### src/rtl/alu_arbiter_pkg.sv
// rtl/alu_arbiter_pkg.sv - ALU op codes, FSM state encoding and B-operand conditioning for alu_arbiter
package alu_pkg;

  localparam int XLEN = 32;

  localparam logic [2:0] ALU_ADD = 3'd0;
  localparam logic [2:0] ALU_SUB = 3'd1;
  localparam logic [2:0] ALU_NOT = 3'd2;
  localparam logic [2:0] ALU_AND = 3'd3;
  localparam logic [2:0] ALU_OR  = 3'd4;
  localparam logic [2:0] ALU_XOR = 3'd5;
  localparam logic [2:0] ALU_SLT = 3'd6;
  localparam logic [2:0] ALU_EQ  = 3'd7;

  localparam logic [1:0] IDLE = 2'd0;
  localparam logic [1:0] EXEC = 2'd1;
  localparam logic [1:0] RESP = 2'd2;

  // The shared ALU only adds, so subtract-style ops get B pre-negated (0x8000_0000 maps to itself).
  function automatic logic [XLEN-1:0] cond_b(input logic [2:0] op, input logic [XLEN-1:0] b);
    return (op == ALU_SUB || op == ALU_SLT) ? (~b + 32'd1) : b;
  endfunction

endpackage

### src/rtl/alu_arbiter_if.sv
// rtl/alu_arbiter_if.sv - requester and response channels of alu_arbiter
interface alu_arbiter_if #(
  parameter int NREQ = 4,
  parameter int IDW  = $clog2(NREQ)
);
  logic [NREQ-1:0]    req_valid;
  logic [NREQ-1:0]    req_ready;
  logic [NREQ*3-1:0]  req_op;
  logic [NREQ*32-1:0] req_a;
  logic [NREQ*32-1:0] req_b;
  logic               rsp_valid;
  logic               rsp_ready;
  logic [IDW-1:0]     rsp_id;
  logic [31:0]        rsp_res;
  logic               rsp_cout;
  logic               rsp_ovf;

  modport master (
    output req_valid, req_op, req_a, req_b, rsp_ready,
    input  req_ready, rsp_valid, rsp_id, rsp_res, rsp_cout, rsp_ovf
  );

  modport slave (
    input  req_valid, req_op, req_a, req_b, rsp_ready,
    output req_ready, rsp_valid, rsp_id, rsp_res, rsp_cout, rsp_ovf
  );
endinterface

### src/rtl/alu_arbiter_rr_pick.sv
// rtl/alu_arbiter_rr_pick.sv - combinational round-robin picker, searching rr_ptr+1 .. rr_ptr+NREQ
module rr_pick #(
  parameter int NREQ = 4,
  parameter int IDW  = $clog2(NREQ)
) (
  input  logic [NREQ-1:0] req_valid,
  input  logic [IDW-1:0]  rr_ptr,
  output logic [NREQ-1:0] grant_oh,
  output logic [IDW-1:0]  grant_idx,
  output logic            grant_any
);

  logic [IDW-1:0] cand;

  always_comb begin
    grant_oh  = '0;
    grant_idx = '0;
    grant_any = 1'b0;
    cand      = '0;
    // Walk from the farthest candidate back to the nearest so the nearest valid one wins.
    for (int k = NREQ; k >= 1; k--) begin
      cand = IDW'((int'(rr_ptr) + k) % NREQ);
      if (req_valid[cand]) begin
        grant_idx = cand;
        grant_any = 1'b1;
      end
    end
    if (grant_any) grant_oh[grant_idx] = 1'b1;
  end

endmodule

### src/rtl/alu_arbiter.sv
// rtl/alu_arbiter.sv - round-robin sharing of one external ALU, one op in flight (IDLE->EXEC->RESP)
// Optional per-requester grant counters on stat_cnt when ALU_ARB_STATS_EN is defined.
module alu_arbiter
  import alu_pkg::*;
#(
  parameter int NREQ = 4,
  parameter int IDW  = $clog2(NREQ)
) (
  input  logic            clk,
  input  logic            rst,
  alu_arbiter_if.slave    bus,
  output logic [2:0]      alu_fun_sel,
  output logic [XLEN-1:0] alu_in_a,
  output logic [XLEN-1:0] alu_in_b,
  input  logic [XLEN-1:0] alu_res,
  input  logic            alu_cout,
  input  logic            alu_ovf,
  output logic            busy
`ifdef ALU_ARB_STATS_EN
  ,
  output logic [NREQ*16-1:0] stat_cnt
`endif
);

  logic [1:0]      state_q, state_d;
  logic [IDW-1:0]  rr_ptr_q, rr_ptr_d;
  logic [IDW-1:0]  id_q, id_d;
  logic [2:0]      op_q, op_d;
  logic [XLEN-1:0] a_q, a_d;
  logic [XLEN-1:0] b_q, b_d;
  logic            rsp_valid_q, rsp_valid_d;
  logic [XLEN-1:0] res_q, res_d;
  logic            cout_q, cout_d;
  logic            ovf_q, ovf_d;

  logic [NREQ-1:0] grant_oh;
  logic [IDW-1:0]  grant_idx;
  logic            grant_any;
  logic [31:0]     gsel;
  logic            req_hs;

  rr_pick #(.NREQ(NREQ), .IDW(IDW)) u_pick (
    .req_valid (bus.req_valid),
    .rr_ptr    (rr_ptr_q),
    .grant_oh  (grant_oh),
    .grant_idx (grant_idx),
    .grant_any (grant_any)
  );

  assign gsel   = {{(32-IDW){1'b0}}, grant_idx};
  assign req_hs = (state_q == IDLE) && grant_any;

  // rst is folded in so ready stays low for the whole reset pulse, not just after the first edge.
  assign bus.req_ready = (state_q == IDLE && !rst) ? grant_oh : '0;

  always_comb begin
    state_d     = state_q;
    rr_ptr_d    = rr_ptr_q;
    id_d        = id_q;
    op_d        = op_q;
    a_d         = a_q;
    b_d         = b_q;
    rsp_valid_d = rsp_valid_q;
    res_d       = res_q;
    cout_d      = cout_q;
    ovf_d       = ovf_q;
    case (state_q)
      IDLE: begin
        if (req_hs) begin
          op_d     = bus.req_op[gsel*3 +: 3];
          a_d      = bus.req_a[gsel*32 +: 32];
          b_d      = cond_b(bus.req_op[gsel*3 +: 3], bus.req_b[gsel*32 +: 32]);
          rr_ptr_d = grant_idx;
          id_d     = grant_idx;
          state_d  = EXEC;
        end
      end
      EXEC: begin
        res_d       = alu_res;
        cout_d      = alu_cout;
        ovf_d       = alu_ovf;
        rsp_valid_d = 1'b1;
        state_d     = RESP;
      end
      RESP: begin
        if (bus.rsp_ready) begin
          rsp_valid_d = 1'b0;
          state_d     = IDLE;
        end
      end
      default: state_d = IDLE;
    endcase
  end

  always_ff @(posedge clk or posedge rst) begin
    if (rst) begin
      state_q     <= IDLE;
      rr_ptr_q    <= IDW'(NREQ - 1);
      id_q        <= '0;
      op_q        <= '0;
      a_q         <= '0;
      b_q         <= '0;
      rsp_valid_q <= 1'b0;
      res_q       <= '0;
      cout_q      <= 1'b0;
      ovf_q       <= 1'b0;
    end else begin
      state_q     <= state_d;
      rr_ptr_q    <= rr_ptr_d;
      id_q        <= id_d;
      op_q        <= op_d;
      a_q         <= a_d;
      b_q         <= b_d;
      rsp_valid_q <= rsp_valid_d;
      res_q       <= res_d;
      cout_q      <= cout_d;
      ovf_q       <= ovf_d;
    end
  end

  assign alu_fun_sel  = op_q;
  assign alu_in_a     = a_q;
  assign alu_in_b     = b_q;
  assign busy         = (state_q != IDLE);
  assign bus.rsp_valid = rsp_valid_q;
  assign bus.rsp_id    = id_q;
  assign bus.rsp_res   = res_q;
  assign bus.rsp_cout  = cout_q;
  assign bus.rsp_ovf   = ovf_q;

`ifdef ALU_ARB_STATS_EN
  logic [NREQ*16-1:0] stat_q, stat_d;

  always_comb begin
    stat_d = stat_q;
    if (req_hs && stat_q[gsel*16 +: 16] != 16'hFFFF)
      stat_d[gsel*16 +: 16] = stat_q[gsel*16 +: 16] + 16'd1;
  end

  always_ff @(posedge clk or posedge rst) begin
    if (rst) stat_q <= '0;
    else     stat_q <= stat_d;
  end

  assign stat_cnt = stat_q;
`endif

endmodule

### src/flat_wrapper.sv
// flat-port wrapper written by rule: the top's interface ports become plain ports
module alu_arbiter_flat import alu_pkg::*;
#(
  parameter int NREQ = 4,
  parameter int IDW  = $clog2(NREQ)
)
  (clk, rst, alu_fun_sel, alu_in_a, alu_in_b, alu_res, alu_cout, alu_ovf, busy, bus_req_valid, bus_req_op, bus_req_a, bus_req_b, bus_rsp_ready, bus_req_ready, bus_rsp_valid, bus_rsp_id, bus_rsp_res, bus_rsp_cout, bus_rsp_ovf);
  alu_arbiter_if #(.NREQ(NREQ), .IDW(IDW)) bus_i ();
  input  logic clk;
  input  logic rst;
  output logic [2:0] alu_fun_sel;
  output logic [XLEN-1:0] alu_in_a;
  output logic [XLEN-1:0] alu_in_b;
  input  logic [XLEN-1:0] alu_res;
  input  logic alu_cout;
  input  logic alu_ovf;
  output logic busy;
  input wire logic [$bits(bus_i.req_valid)-1:0] bus_req_valid;
  input wire logic [$bits(bus_i.req_op)-1:0] bus_req_op;
  input wire logic [$bits(bus_i.req_a)-1:0] bus_req_a;
  input wire logic [$bits(bus_i.req_b)-1:0] bus_req_b;
  input wire logic [$bits(bus_i.rsp_ready)-1:0] bus_rsp_ready;
  output wire logic [$bits(bus_i.req_ready)-1:0] bus_req_ready;
  output wire logic [$bits(bus_i.rsp_valid)-1:0] bus_rsp_valid;
  output wire logic [$bits(bus_i.rsp_id)-1:0] bus_rsp_id;
  output wire logic [$bits(bus_i.rsp_res)-1:0] bus_rsp_res;
  output wire logic [$bits(bus_i.rsp_cout)-1:0] bus_rsp_cout;
  output wire logic [$bits(bus_i.rsp_ovf)-1:0] bus_rsp_ovf;
  assign bus_i.req_valid = bus_req_valid;
  assign bus_i.req_op = bus_req_op;
  assign bus_i.req_a = bus_req_a;
  assign bus_i.req_b = bus_req_b;
  assign bus_i.rsp_ready = bus_rsp_ready;
  assign bus_req_ready = bus_i.req_ready;
  assign bus_rsp_valid = bus_i.rsp_valid;
  assign bus_rsp_id = bus_i.rsp_id;
  assign bus_rsp_res = bus_i.rsp_res;
  assign bus_rsp_cout = bus_i.rsp_cout;
  assign bus_rsp_ovf = bus_i.rsp_ovf;
  alu_arbiter #(.NREQ(NREQ), .IDW(IDW)) u_core (.clk(clk), .rst(rst), .bus(bus_i), .alu_fun_sel(alu_fun_sel), .alu_in_a(alu_in_a), .alu_in_b(alu_in_b), .alu_res(alu_res), .alu_cout(alu_cout), .alu_ovf(alu_ovf), .busy(busy));
endmodule
### config.mk
export PLATFORM = sky130hd
export DESIGN_NAME = alu_arbiter_flat
export DESIGN_NICKNAME = d
export VERILOG_FILES = /design/src/rtl/alu_arbiter_pkg.sv /design/src/rtl/alu_arbiter_if.sv /design/src/rtl/alu_arbiter_rr_pick.sv /design/src/rtl/alu_arbiter.sv /design/src/flat_wrapper.sv
export SDC_FILE = /design/constraint.sdc
export NUM_CORES = 1
export LEC_CHECK = 0
export BUFFER_PORTS_ARGS = -buffer_cell sky130_fd_sc_hd__buf_2
export CORE_AREA = 3 3 163 165
export CTS_CLUSTER_DIAMETER = 200
export DETAILED_ROUTE_END_ITERATION = 12
export DIE_AREA = 0 0 166 168
export PLACE_DENSITY = 0.52
export SYNTH_ARGS = -nofsm -noshare
export SYNTH_HDL_FRONTEND = slang
export SYNTH_SLANG_ARGS = --single-unit
### constraint.sdc
create_clock -name clk -period 6.55 [get_ports clk]
set_input_delay 1.31 -clock clk [delete_from_list [all_inputs] [get_ports clk]]
set_output_delay 1.31 -clock clk [all_outputs]
set_load 0.02 [all_outputs]
==> results of run 1 <==
layout make-up:
class / count / area [sq um] / area share
diodes: 1 / 2.50 / 0.000255
multi-input cells: 762 / 4190 / 0.426
well taps: 330 / 413 / 0.0421
clock buffers: 10 / 229 / 0.0233
inverters: 13 / 51.3 / 0.00522
clock inverters: 6 / 55.1 / 0.00561
flip-flops and latches: 108 / 2710 / 0.276
repair buffers: 429 / 2180 / 0.222
metrics by stage:
step / hold WS, ns / instances / instance area, sq um
detailed placement: 0.458 / 1642 / 9530
CTS: 0.476 / 1658 / 9820
finish: 0.469 / 1659 / 9820
floorplan: 0.462 / 964 / 7260
global placement: 0.455 / 1642 / 9530
global route: 0.494 / 1659 / 9820
how the worst min path moves through the flow:
| stage | startpoint | end | slack, ns | cells past startpoint |
|---|---|---|---|---|
| after floorplan | u_core.state_q[1]$_DFFE_PP0P_ | u_core.bus.rsp_valid$_DFFE_PP0P_ | 0.46 | 1 |
| after global placement | u_core.alu_in_a[5]$_DFFE_PP0P_ | u_core.alu_in_a[5]$_DFFE_PP0P_ | 0.46 | 2 |
| after detailed placement | u_core.alu_in_a[29]$_DFFE_PP0P_ | u_core.alu_in_a[29]$_DFFE_PP0P_ | 0.46 | 2 |
| after CTS | u_core.alu_in_a[29]$_DFFE_PP0P_ | u_core.alu_in_a[29]$_DFFE_PP0P_ | 0.48 | 2 |
| after global routing | u_core.alu_in_a[2]$_DFFE_PP0P_ | u_core.alu_in_a[2]$_DFFE_PP0P_ | 0.49 | 2 |
| final | u_core.alu_in_a[29]$_DFFE_PP0P_ | u_core.alu_in_a[29]$_DFFE_PP0P_ | 0.47 | 2 |
critical path, stage by stage:
cell and delay [ns]:
buf_2 0.13, nor2_1 0.30, a21o_1 0.63, buf_4 0.37
nor2_4 0.17, nor4_1 0.38, buf_2 0.27
power breakdown:
group | internal, mW | leakage [nW] | switching (mW)
Clock | 0.266 | 0.133 | 0.273
Sequential | 1.03 | 1.29 | 0.192
Combinational | 1.16 | 3.53 | 2.20
Total | 2.45 | 4.96 | 2.67
cells in the final DEF, fill, tap and decap left out, drive strengths merged, types with 4 or more instances in the layout:
master    n
nand2   288
a211oi    5
o41ai    11
xnor2    26
a22o      4
nand4     9
a211o     6
o31ai     8
nand3   194
a21oi    13
and3     11
inv      15
mux2     35
nor2     12
o211ai    7
a222oi    5
dfrtp   106
nor4      5
a22oi     7
buf     429
o21ai    90
clkbuf   10
routing by layer:
layer,up-vias,part of all wire
met5,-,0
met4,0,0.020
met3,38,0.068
met2,374,0.48
met1,3954,0.43
li1,4066,-
cells by family after synthesis:
family	synth area share
AND/OR/NAND/NOR	0.320
flip-flops	0.373
adder cells (fa/ha/maj)	0.00172
AO/OA/AOI/OAI	0.158
buffers and inverters	0.0565
XOR/XNOR	0.0338
multiplexers	0.0570
flip-flops by register name, indices dropped and copies added (netlist names):
signal and flops:
u_core.alu_fun_sel 3, u_core.alu_in_a 32, u_core.alu_in_b 32, u_core.bus.rsp_cout 1, u_core.bus.rsp_id 2, u_core.bus.rsp_ovf 1
u_core.bus.rsp_res 32, u_core.bus.rsp_valid 1, u_core.rr_ptr_q 2, u_core.state_q 2
==> reports/metrics.yaml, run 1 <==
status: "finished clean"
htreeDepth: 3
vias: 8432
fin_skew_ns: 0.00880
yosysWarningCount: 0
totalWireLength_mm: 31.2
relSlewSlack: 0.359
worstSetupEndpoint: "bus_req_ready[1]"
dp_hpwl_mm: 24.5
portBuffers: 417
synth.most_common_cell: "nand2_1"
total_power_mw: 5.11
r2r_setup_slack_ns: 2.41
cp_data_arrival_time_ns: 3.59
nFillCells: 2694
setup_viol: 0
synth-async-reset-ratio: 1.00
grt.busiest_layer: "met2"
drt_first_pass_iters: 6
postLayoutCoreUtil: 0.390
ant_nets: 0
detail_route.wl_per_cell_um: 18.8
rsz0062_at_grt: "no"
yosysTopAreaCell: "dfrtp_1"
r2r_start: "u_core.rr_ptr_q[1]$_DFFE_PP1P_"
met2_usage: 0.356
dieWidth_um: 166
synth_flop_cell: "dfrtp_1"
area_growth_pct: 35.2
hold_viol: 0
dieArea_sq_um: 27900
min_period_ns: 4.90
yosys.area.top_type_share: 0.365
ys_seq_elements: 108
synth_commonest_cells: "nand2_1 (286), nand3_1 (194), dfrtp_1 (106), o21ai_0 (66), clkbuf_1 (47)"
gr-total-overflow: 0
cts_tree: "built"
final.setup.tns_ns: 0
fmax_mhz: 204
avgViaCountPerCell: 5.08
boundaryPins: 418
hp-class: "reg -> reg"
post_cts_buffers: 0
reg2reg_depth: 9
track_usage: 0.213
rows: 58
syn-cell-area_sq_um: 7260
critPathKind: "in -> out"
grt_pass1_vias: 8009
gp_congestion: 0.897
syn_nets: 1274
vdd_ir_drop_max_uv: 184
ys_types: 49
ys_top_cells_by_area: "dfrtp_1 (37%), nand2_1 (15%), nand3_1 (13%), mux2_2 (5.4%), o21ai_0 (4.5%)"
setup_ws_ns: 1.65
grt_max_degree: 72
cts_buffers: 9
cts_hold_buf: 0
synth_seq_area_share: 0.373
fin_crit_sh: 0.748
antenna_found_initial: 1
fp.dieH_um: 168
drt_iter0_drc: 592
clkTransAtPathRegs_ns: 0.07
grtUsageMet3: 0.0439
leakagePower_nw: 4.96
required_ns: 5.24
initial_utilization: 0.288
syn_avg_cell_area_sq_um: 7.53
startpoint_type: "primary input"
cts_sinks: 108
power_density_nw_per_um2: 521
clockBufferDepth: 2
drc: 0
critPathLaunch: "bus_req_valid[3]"
tightestPinTransition_ns: 0.957
slew_viol_final: 0
critPathMaxFanout: 26
clk_latency_ns: 0.35
cts_resized: 0
drive_above_1_share: 0.380
coreArea_sq_um: 25200
synth_cells: 964
grt_util_met1: 0.284
cts-root-buf: "clkbuf_16"
grt_pass1_wl_mm: 47.3
max_cap_viol_count: 0
worstSetupEndpointType: "output pin"
reg2reg_to: "u_core.alu_in_b[31]$_DFFE_PP0P_"
synth_edf_count: 0
nets: 1633
pre_cts_ws_ns: 1.52
Power figures use the tool's default switching activity.
==> inputs of run 2 (changes only) <==
--- a/config.mk
+++ b/config.mk
@@ -5,12 +5,13 @@
 export SDC_FILE = /design/constraint.sdc
 export NUM_CORES = 1
 export LEC_CHECK = 0
+export ABC_AREA = 1
 export BUFFER_PORTS_ARGS = -buffer_cell sky130_fd_sc_hd__buf_2
-export CORE_AREA = 3 3 163 165
+export CORE_AREA = 3 3 161 163
 export CTS_CLUSTER_DIAMETER = 200
 export DETAILED_ROUTE_END_ITERATION = 12
-export DIE_AREA = 0 0 166 168
-export PLACE_DENSITY = 0.52
+export DIE_AREA = 0 0 164 166
+export PLACE_DENSITY = 0.56
 export SYNTH_ARGS = -nofsm -noshare
 export SYNTH_HDL_FRONTEND = slang
 export SYNTH_SLANG_ARGS = --single-unit
==> constraint.sdc (replaced) <==
create_clock -name clk -period 4.2 [get_ports clk]
set_input_delay 0.84 -clock clk [delete_from_list [all_inputs] [get_ports clk]]
set_output_delay 0.84 -clock clk [all_outputs]
set_load 0.02 [all_outputs]
==> run 2 against run 1 <==
  * Register-to-register slack lost 1.6 ns
  * Cell area rose by 2.3%
  * Worst hold slack hardly changed
  * Non-clock buffer count increased by 3
  * Synthesized cell count up 20%
  * Final cell count rose by 12%
  * Routed wire length down 1.5%
  * Via count rose by 4.7%
  * Worst setup slack lost 1.0 ns
==> reports/metrics.yaml, run 2 <==
drt_first_pass_iters: 5  # -1
drc: 0  # unchanged
slew_viol_final: 0  # unchanged
yosysWarningCount: 0  # unchanged
cp_data_arrival_time_ns: 2.76  # -0.83 ns
cpMaxStageDelayCell: "dfstp_2"
cts_hold_buf: 0  # unchanged
synth.most_common_cell: "nand2_1"
hp-class: "reg -> reg"
rsz0062_at_grt: "no"
critPathLaunch: "u_core.rr_ptr_q[0]$_DFFE_PP1P_"
status: "finished clean"
grt_pass1_vias: 8374  # +4.6%
yosys.area.top_type_share: 0.356  # -0.00896
grt_pass1_wl_mm: 46.4  # -2.0%
critPathMaxFanout: 37  # +42%
synth_cells: 1153  # +20%
track_usage: 0.216  # +0.00251
synth_edf_count: 0  # unchanged
synth_seq_area_share: 0.363  # -0.00914
dieArea_sq_um: 27200  # -2.4%
antenna_found_initial: 1  # unchanged
reg2reg_to: "u_core.alu_in_b[10]$_DFFE_PP0P_"
clockBufferDepth: 2  # unchanged
avgViaCountPerCell: 4.74  # -6.7%
fp.dieH_um: 166  # -1.2%
met3RoutedLength_mm: 2.26  # +7.0%
dp_hpwl_mm: 24.3  # -1.1%
wl_met1_mm: 13.0  # -2.4%
r2r_start: "u_core.rr_ptr_q[0]$_DFFE_PP1P_"
post_cts_buffers: 0  # unchanged
detail_route.wl_per_cell_um: 16.5  # -12%
grt_max_degree: 77  # +6.9%
synth-async-reset-ratio: 1.00  # unchanged
nets: 1842  # +13%
gp_congestion: 0.908  # +1.3%
dieWidth_um: 164  # -1.2%
crit_path_frequent_cell: "nand2_1"
min_period_ns: 3.60
drt_iter0_drc: 585  # -1.2%
drive_above_1_share: 0.326  # -0.0540
ant_nets: 0  # unchanged
required_ns: 3.36  # -1.88 ns
top_layer: "met4"
cts_buffers: 9  # unchanged
cp_slowest_stage_delay_ns: 0.62  # about the same
cts_sinks: 108  # unchanged
worstSetupEndpointType: "output pin"
cts-root-buf: "clkbuf_16"
path_cells: "inv_2 -> nand2_1 -> nand2_1 -> nand2_1 -> nand2_1 -> inv_2 -> nand3_2 -> nand3_4 -> inv_2 -> nor2_2 -> inv_1 -> nor3_1 -> buf_2"
relSlewSlack: 0.338  # -0.0213
final.setup.tns_ns: 0  # unchanged
max_cap_viol_count: 0  # unchanged
ys_types: 34  # -31%
ys_seq_elements: 108  # unchanged
synth_flop_cell: "dfrtp_1"
syn_avg_cell_area_sq_um: 6.46  # -14%
ys_top_cells_by_area: "dfrtp_1 (36%), nand2_1 (29%), nand3_1 (8.1%), nor2_1 (3.7%), a22oi_1 (3.6%)"
fin_skew_ns: 0.00770  # -0.00111 ns
hp-start: "u_core.bus.rsp_id[1]$_DFFE_PP0P_"
reg2reg_depth: 20  # +11
tightestPinTransition_ns: 0.987  # +0.0295 ns
setup_viol: 0  # unchanged
startpoint_type: "flop"
clk_latency_ns: 0.36  # about the same
fin_crit_sh: 0.857
vias: 8825  # +4.7%
fmax_mhz: 278
boundaryPins: 418  # unchanged
htreeDepth: 3  # unchanged
rows: 57  # -1.7%
r2r_setup_slack_ns: 0.82  # -1.59 ns
totalWireLength_mm: 30.7  # -1.5%
final_common_cell: "nand2_1"
final_cell_mix: "nand2_1 (574), buf_2 (417), nand3_1 (120)"
hold_viol: 0  # unchanged
synth_commonest_cells: "nand2_1 (575), nand3_1 (120), dfrtp_1 (106), nor2_1 (73), inv_1 (46)"
syn_nets: 1463  # +15%
initial_utilization: 0.304  # +0.0159
syn-cell-area_sq_um: 7440  # +2.5%
yosysTopAreaCell: "dfrtp_1"
cts_resized: 0  # unchanged
clkTransAtPathRegs_ns: 0.08  # about the same
cts_tree: "built"
gr-total-overflow: 0  # unchanged
coreArea_sq_um: 24500  # -2.9%
cp_top_family: "simple AND/OR/NAND/NOR gates"
portBuffers: 417  # unchanged
wl_met2_mm: 15.0  # -0.84%
critPathKind: "reg -> out"
worstSetupEndpoint: "bus_req_ready[0]"
area_growth_pct: 34.9
crit_cells: 13  # +6
crit_buf_inv: 5  # +2
-- run 2: cell types whose count changed after synthesis, moves of 17 or more --
| cell | previous run | this run |
|---|---|---|
| a22oi_1 | 7 | 36 |
| clkbuf_1 | 47 | 27 |
| inv_1 | 12 | 46 |
| mux2_2 | 35 | 0 |
| nand2_1 | 286 | 575 |
| nand3_1 | 194 | 120 |
| nor2_1 | 12 | 73 |
| o21ai_0 | 66 | 15 |
| o21ai_1 | 23 | 6 |
| xnor2_1 | 26 | 3 |
-- run 2: how the worst min path moves through the flow --
stage / end / cells after the start
final: u_core.bus.rsp_id[1]$_DFFE_PP0P_ / 2
after global routing: u_core.bus.rsp_res[23]$_DFFE_PP0P_ / 2
after CTS: u_core.bus.rsp_res[2]$_DFFE_PP0P_ / 2
after detailed placement: u_core.bus.rsp_res[0]$_DFFE_PP0P_ / 2
after global placement: u_core.bus.rsp_res[5]$_DFFE_PP0P_ / 2
after floorplan: u_core.state_q[1]$_DFFE_PP0P_ / 3
-- run 2: routing by layer --
| metal | GRT usage | vias to the layer above |
|---|---|---|
| met5 | 0 | - |
| met4 | 0.0430 | 0 |
| met1 | 0.274 | 4052 |
| met3 | 0.0529 | 30 |
| met2 | 0.372 | 296 |
| li1 | - | 4447 |
-- run 2: layout make-up --
cell class / count / area (sq um)
clock buffers: 9 / 225
multi-input cells: 927 / 4210
inverters: 54 / 211
fillers: 2700 / 14400
well taps: 324 / 405
repair buffers: 432 / 2220
clock inverters: 6 / 55.1
flip-flops and latches: 108 / 2710
diodes: 1 / 2.50
-- run 2: logic make-up after synthesis --
logic type	after synthesis	synth area share
xor+xnor	11	0.0129
buf+inv	118	0.0733
simple gates	831	0.472
flops	108	0.363
fa+ha+maj	1	0.00168
compound gates	84	0.0765
-- run 2: per-stage QoR --
stage / setup WS (ns) / utilization / hold slack, ns / cells / instance area (sq um)
5_1_grt: 0.344 / 0.411 / 0.493 / 1861 / 10000
3_3_place_gp: 0.625 / 0.399 / 0.450 / 1845 / 9760
6_report: 0.601 / 0.411 / 0.470 / 1861 / 10000
4_1_cts: 0.554 / 0.410 / 0.474 / 1860 / 10000
2_1_floorplan: 0.464 / - / 0.520 / 1153 / 7450
3_5_place_dp: 0.539 / 0.399 / 0.455 / 1845 / 9760
-- run 2: worst reg2reg max path, delay by kind of cell, from the launching register on --
kind / cells / cell delay (ns)
compound gates: 1 / 0.15
xor+xnor: 1 / 0.18
buf+inv: 4 / 0.95
flops: 1 / 0.62
simple gates: 14 / 1.41
Power of run 2 is not shown: default switching activity piles up to over one toggle a cycle in this logic, so the estimate is an artifact.
==> inputs of run 3 (changes only) <==
--- a/config.mk
+++ b/config.mk
@@ -7,11 +7,13 @@
 export LEC_CHECK = 0
 export ABC_AREA = 1
 export BUFFER_PORTS_ARGS = -buffer_cell sky130_fd_sc_hd__buf_2
-export CORE_AREA = 3 3 161 163
+export CORE_AREA = 3 3 160 162
 export CTS_CLUSTER_DIAMETER = 200
 export DETAILED_ROUTE_END_ITERATION = 12
-export DIE_AREA = 0 0 164 166
-export PLACE_DENSITY = 0.56
+export DIE_AREA = 0 0 163 165
+export PLACE_DENSITY = 0.57
+export RECOVER_POWER = 100
 export SYNTH_ARGS = -nofsm -noshare
 export SYNTH_HDL_FRONTEND = slang
+export SYNTH_HIERARCHICAL = 1
 export SYNTH_SLANG_ARGS = --single-unit
==> run 3 against run 2 <==
  * The run now ends with max-capacitance violations, max-slew violations left
  * Synthesized cell count increased by 2.8%
  * Die area decreased by 1.2%
  * Worst setup slack got worse by 0.11 ns
  * Non-clock buffer count decreased by 2
  * Worst hold slack improved by 0.0053 ns
  * Via count increased by 0.88%
  * Critical endpoint is now u_core/alu_in_b[14]$_DFFE_PP0P_
==> reports/metrics.yaml, run 3 <==
yosysWarningCount: 6  # +6
critPathLaunch: "u_core/rr_ptr_q[0]$_DFFE_PP1P_"
detail_route.wl_per_cell_um: 15.9  # -3.9%
rsz0062_at_grt: "no"
cpMaxStageDelayCell: "dfstp_2"
dp_hpwl_mm: 23.3  # -4.0%
fp.dieH_um: 165  # -0.60%
final_cell_mix: "nand2_1 (483), buf_2 (308), nor2_1 (207)"
drt_iter0_drc: 509  # -13%
boundaryPins: 418  # unchanged
min_period_ns: 3.71  # +0.112 ns
synth_flop_cell: "dfrtp_1"
gr-total-overflow: 0  # unchanged
synth-async-reset-ratio: 1.00  # unchanged
violations: "max-capacitance violations, max-slew violations"
syn_nets: 1495  # +2.2%
synth_compound_area_frac: 0.0970  # +0.0205
yosys.area_share.adder: 0.00169  # +0.0000114
yosys.area.top_type_share: 0.359  # +0.00241
synth_commonest_cells: "nand2_1 (482), nor2_1 (207), nand3_1 (113), dfrtp_1 (106), o21ai_0 (79)"
cp_top_family: "simple AND/OR/NAND/NOR gates"
cp_slowest_stage_delay_ns: 0.71  # +0.09 ns
path_cells: "inv_2 -> nand2_1 -> nand2_1 -> nand2_2 -> nand2_2 -> nand2_1 -> nand3_2 -> nand2_4 -> buf_4 -> nand2_1 -> nand2_1 -> nand2_1 -> nand2_1 -> nand2_1 -> a21oi_4 -> buf_4 -> o21ai_2 -> or2_0 -> nand3_1 -> nand2_1"
cts_buffers: 9  # unchanged
crit_buf_inv: 3  # -2
grt_pass1_wl_mm: 44.4  # -4.3%
fin_skew_ns: 0.0141  # +0.00640 ns
track_usage: 0.209  # -0.00702
vdd_ir_drop_max_uv: 661
drt_first_pass_iters: 4  # -1
synthXorXnorAreaFrac: 0.0118  # -0.00110
ys_seq_elements: 108  # unchanged
cp_data_arrival_time_ns: 3.96  # +1.20 ns
gp_congestion: 0.865  # -4.7%
totalWireLength_mm: 29.9  # -2.6%
critPathKind: "reg -> reg"
fmax_mhz: 269  # -3.0%
synth_cells: 1185  # +2.8%
critPathMaxFanout: 49  # +32%
coreArea_sq_um: 24200  # -0.87%
ant_nets: 0  # unchanged
synth_mux_area_frac: 0  # unchanged
drc: 0  # unchanged
crit_cells: 20  # +7
vias: 8903  # +0.88%
ys_top_cells_by_area: "dfrtp_1 (36%), nand2_1 (24%), nor2_1 (11%), nand3_1 (7.6%), o21ai_0 (5.3%)"
leakagePower_nw: 5.09
clockBufferDepth: 2  # unchanged
syn_avg_cell_area_sq_um: 6.24  # -3.4%
synth_seq_area_share: 0.366  # +0.00246
setup_viol: 0  # unchanged
required_ns: 4.45  # +1.09 ns
slew_viol_final: 138  # +138
post_cts_buffers: 0  # unchanged
worstSetupEndpointType: "flop"
pre_cts_ws_ns: 0.417  # -0.122 ns
max_cap_viol_count: 3  # +3
synthSimpleGateAreaFrac: 0.452  # -0.0198
hold_viol: 0  # unchanged
hp-start: "u_core/bus.rsp_res[14]$_DFFE_PP0P_"
power_density_nw_per_um2: 1160
cts_hold_buf: 0  # unchanged
antenna_found_initial: 0  # -1
cts-root-buf: "clkbuf_16"
hp-class: "reg -> reg"
relSlewSlack: -0.0642  # -0.402
syn-cell-area_sq_um: 7390  # -0.67%
startpoint_type: "flop"
portBuffers: 417  # unchanged
diodes: 0  # -1
initial_utilization: 0.305  # +0.000621
grt_max_degree: 73  # -5.2%
seqCellArea_sq_um: 2710  # unchanged
htreeDepth: 3  # unchanged
tightestPinTransition_ns: 1.60  # +0.610 ns
grt_pass1_vias: 8171  # -2.4%
dieArea_sq_um: 26900  # -1.2%
dieWidth_um: 163  # -0.61%
status: "complete, but fails checks"
crit_path_frequent_cell: "nand2_1"
clkTransAtPathRegs_ns: 0.09  # about the same
synth.most_common_cell: "nand2_1"
clk_latency_ns: 0.35  # about the same
avgViaCountPerCell: 4.72  # -0.51%
setup_ws_ns: 0.489  # -0.112 ns
nets: 1868  # +1.4%
r2r_start: "u_core/rr_ptr_q[0]$_DFFE_PP1P_"
drive_above_1_share: 0.233  # -0.0926
fin_crit_sh: 0.884  # +0.0267
cts_tree: "built"
reg2reg_depth: 20  # unchanged
nFillCells: 2800  # +3.7%
ys_types: 33  # -2.9%
multi_input_area_sq_um: 4170  # -1.1%
yosysTopAreaCell: "dfrtp_1"
area_growth_pct: 32.5
synth_top_family_by_area: "simple AND/OR/NAND/NOR gates"
final.setup.tns_ns: 0  # unchanged
total_power_mw: 11.4
cts_sinks: 108  # unchanged
cts_resized: 0  # unchanged
final_common_cell: "nand2_1"
synth_edf_count: 0  # unchanged
hold_depth: 2  # unchanged
rows: 57  # unchanged
==> run 3: changes by cell type after synthesis, moves of 7 or more <==
cell	before	now
nand4_1	18	4
a22oi_1	36	0
o21ai_0	15	79
nand2_2	17	9
buf_2	24	15
xor2_1	8	1
a31oi_1	15	33
nand2_1	575	482
a41oi_1	10	0
inv_1	46	33
nor2_1	73	207
nand3_1	120	113
buf_1	2	11
==> run 3: cells by family (layout without fill, tap and decap cells) <==
| group | after synthesis | count (layout) |
|---|---|---|
| AO/OA/AOI/OAI | 129 | 129 |
| XOR/XNOR | 10 | 10 |
| adder cells (fa/ha/maj) | 1 | 1 |
| buffers and inverters | 108 | 486 |
| flip-flops | 108 | 108 |
| AND/OR/NAND/NOR | 829 | 829 |
==> run 3: cell type report <==
type,instances,share of cell area
Clock buffer,9,0.0230
Timing Repair Buffer,430,0.211
Inverter,40,0.0160
Sequential cell,108,0.276
Tap cell,324,0.0414
Multi-Input combinational cell,969,0.425
Clock inverter,7,0.00766
==> run 3: worst paths after layout <==
kind	slack [ns]	endpoint
max	0.49	u_core/alu_in_b[14]$_DFFE_PP0P_
min	0.47	u_core/bus.rsp_res[14]$_DFFE_PP0P_
max reg2reg	0.49	u_core/alu_in_b[14]$_DFFE_PP0P_
min reg2reg	0.47	u_core/bus.rsp_res[14]$_DFFE_PP0P_
max in group asynchronous	1.49	u_core/alu_in_b[24]$_DFFE_PP0P_
min in group asynchronous	0.74	u_core/bus.rsp_res[15]$_DFFE_PP0P_
==> run 3: metal layers <==
| layer | GRT usage | share of wire | vias to the layer above |
|---|---|---|---|
| met5 | 0 | 0 | - |
| met4 | 0.0654 | 0.021 | 0 |
| met3 | 0.0381 | 0.066 | 38 |
| met2 | 0.371 | 0.50 | 330 |
| met1 | 0.257 | 0.41 | 4026 |
| li1 | - | - | 4509 |
==> run 3: through the flow <==
stage / area (sq um) / hold slack, ns / cells / utilization
detailed placement: 9660 / 0.454 / 1871 / 0.398
floorplan: 7400 / 0.476 / 1185 / -
global route: 9800 / 0.495 / 1887 / 0.404
CTS: 9960 / 0.474 / 1887 / 0.411
global placement: 9660 / 0.449 / 1871 / 0.398
finish: 9800 / 0.475 / 1887 / 0.404
==> run 3: worst min-delay path: stages (launching register included) <==
cell and delay (ns):
dfrtp_1 0.35, nand2_1 0.05, nand2_1 0.05
==> run 3: power breakdown <==
group	switching [mW]	leakage [nW]	internal, mW
clock network	0.451	0.144	0.424
registers	0.312	1.28	1.63
logic	5.99	3.66	2.58
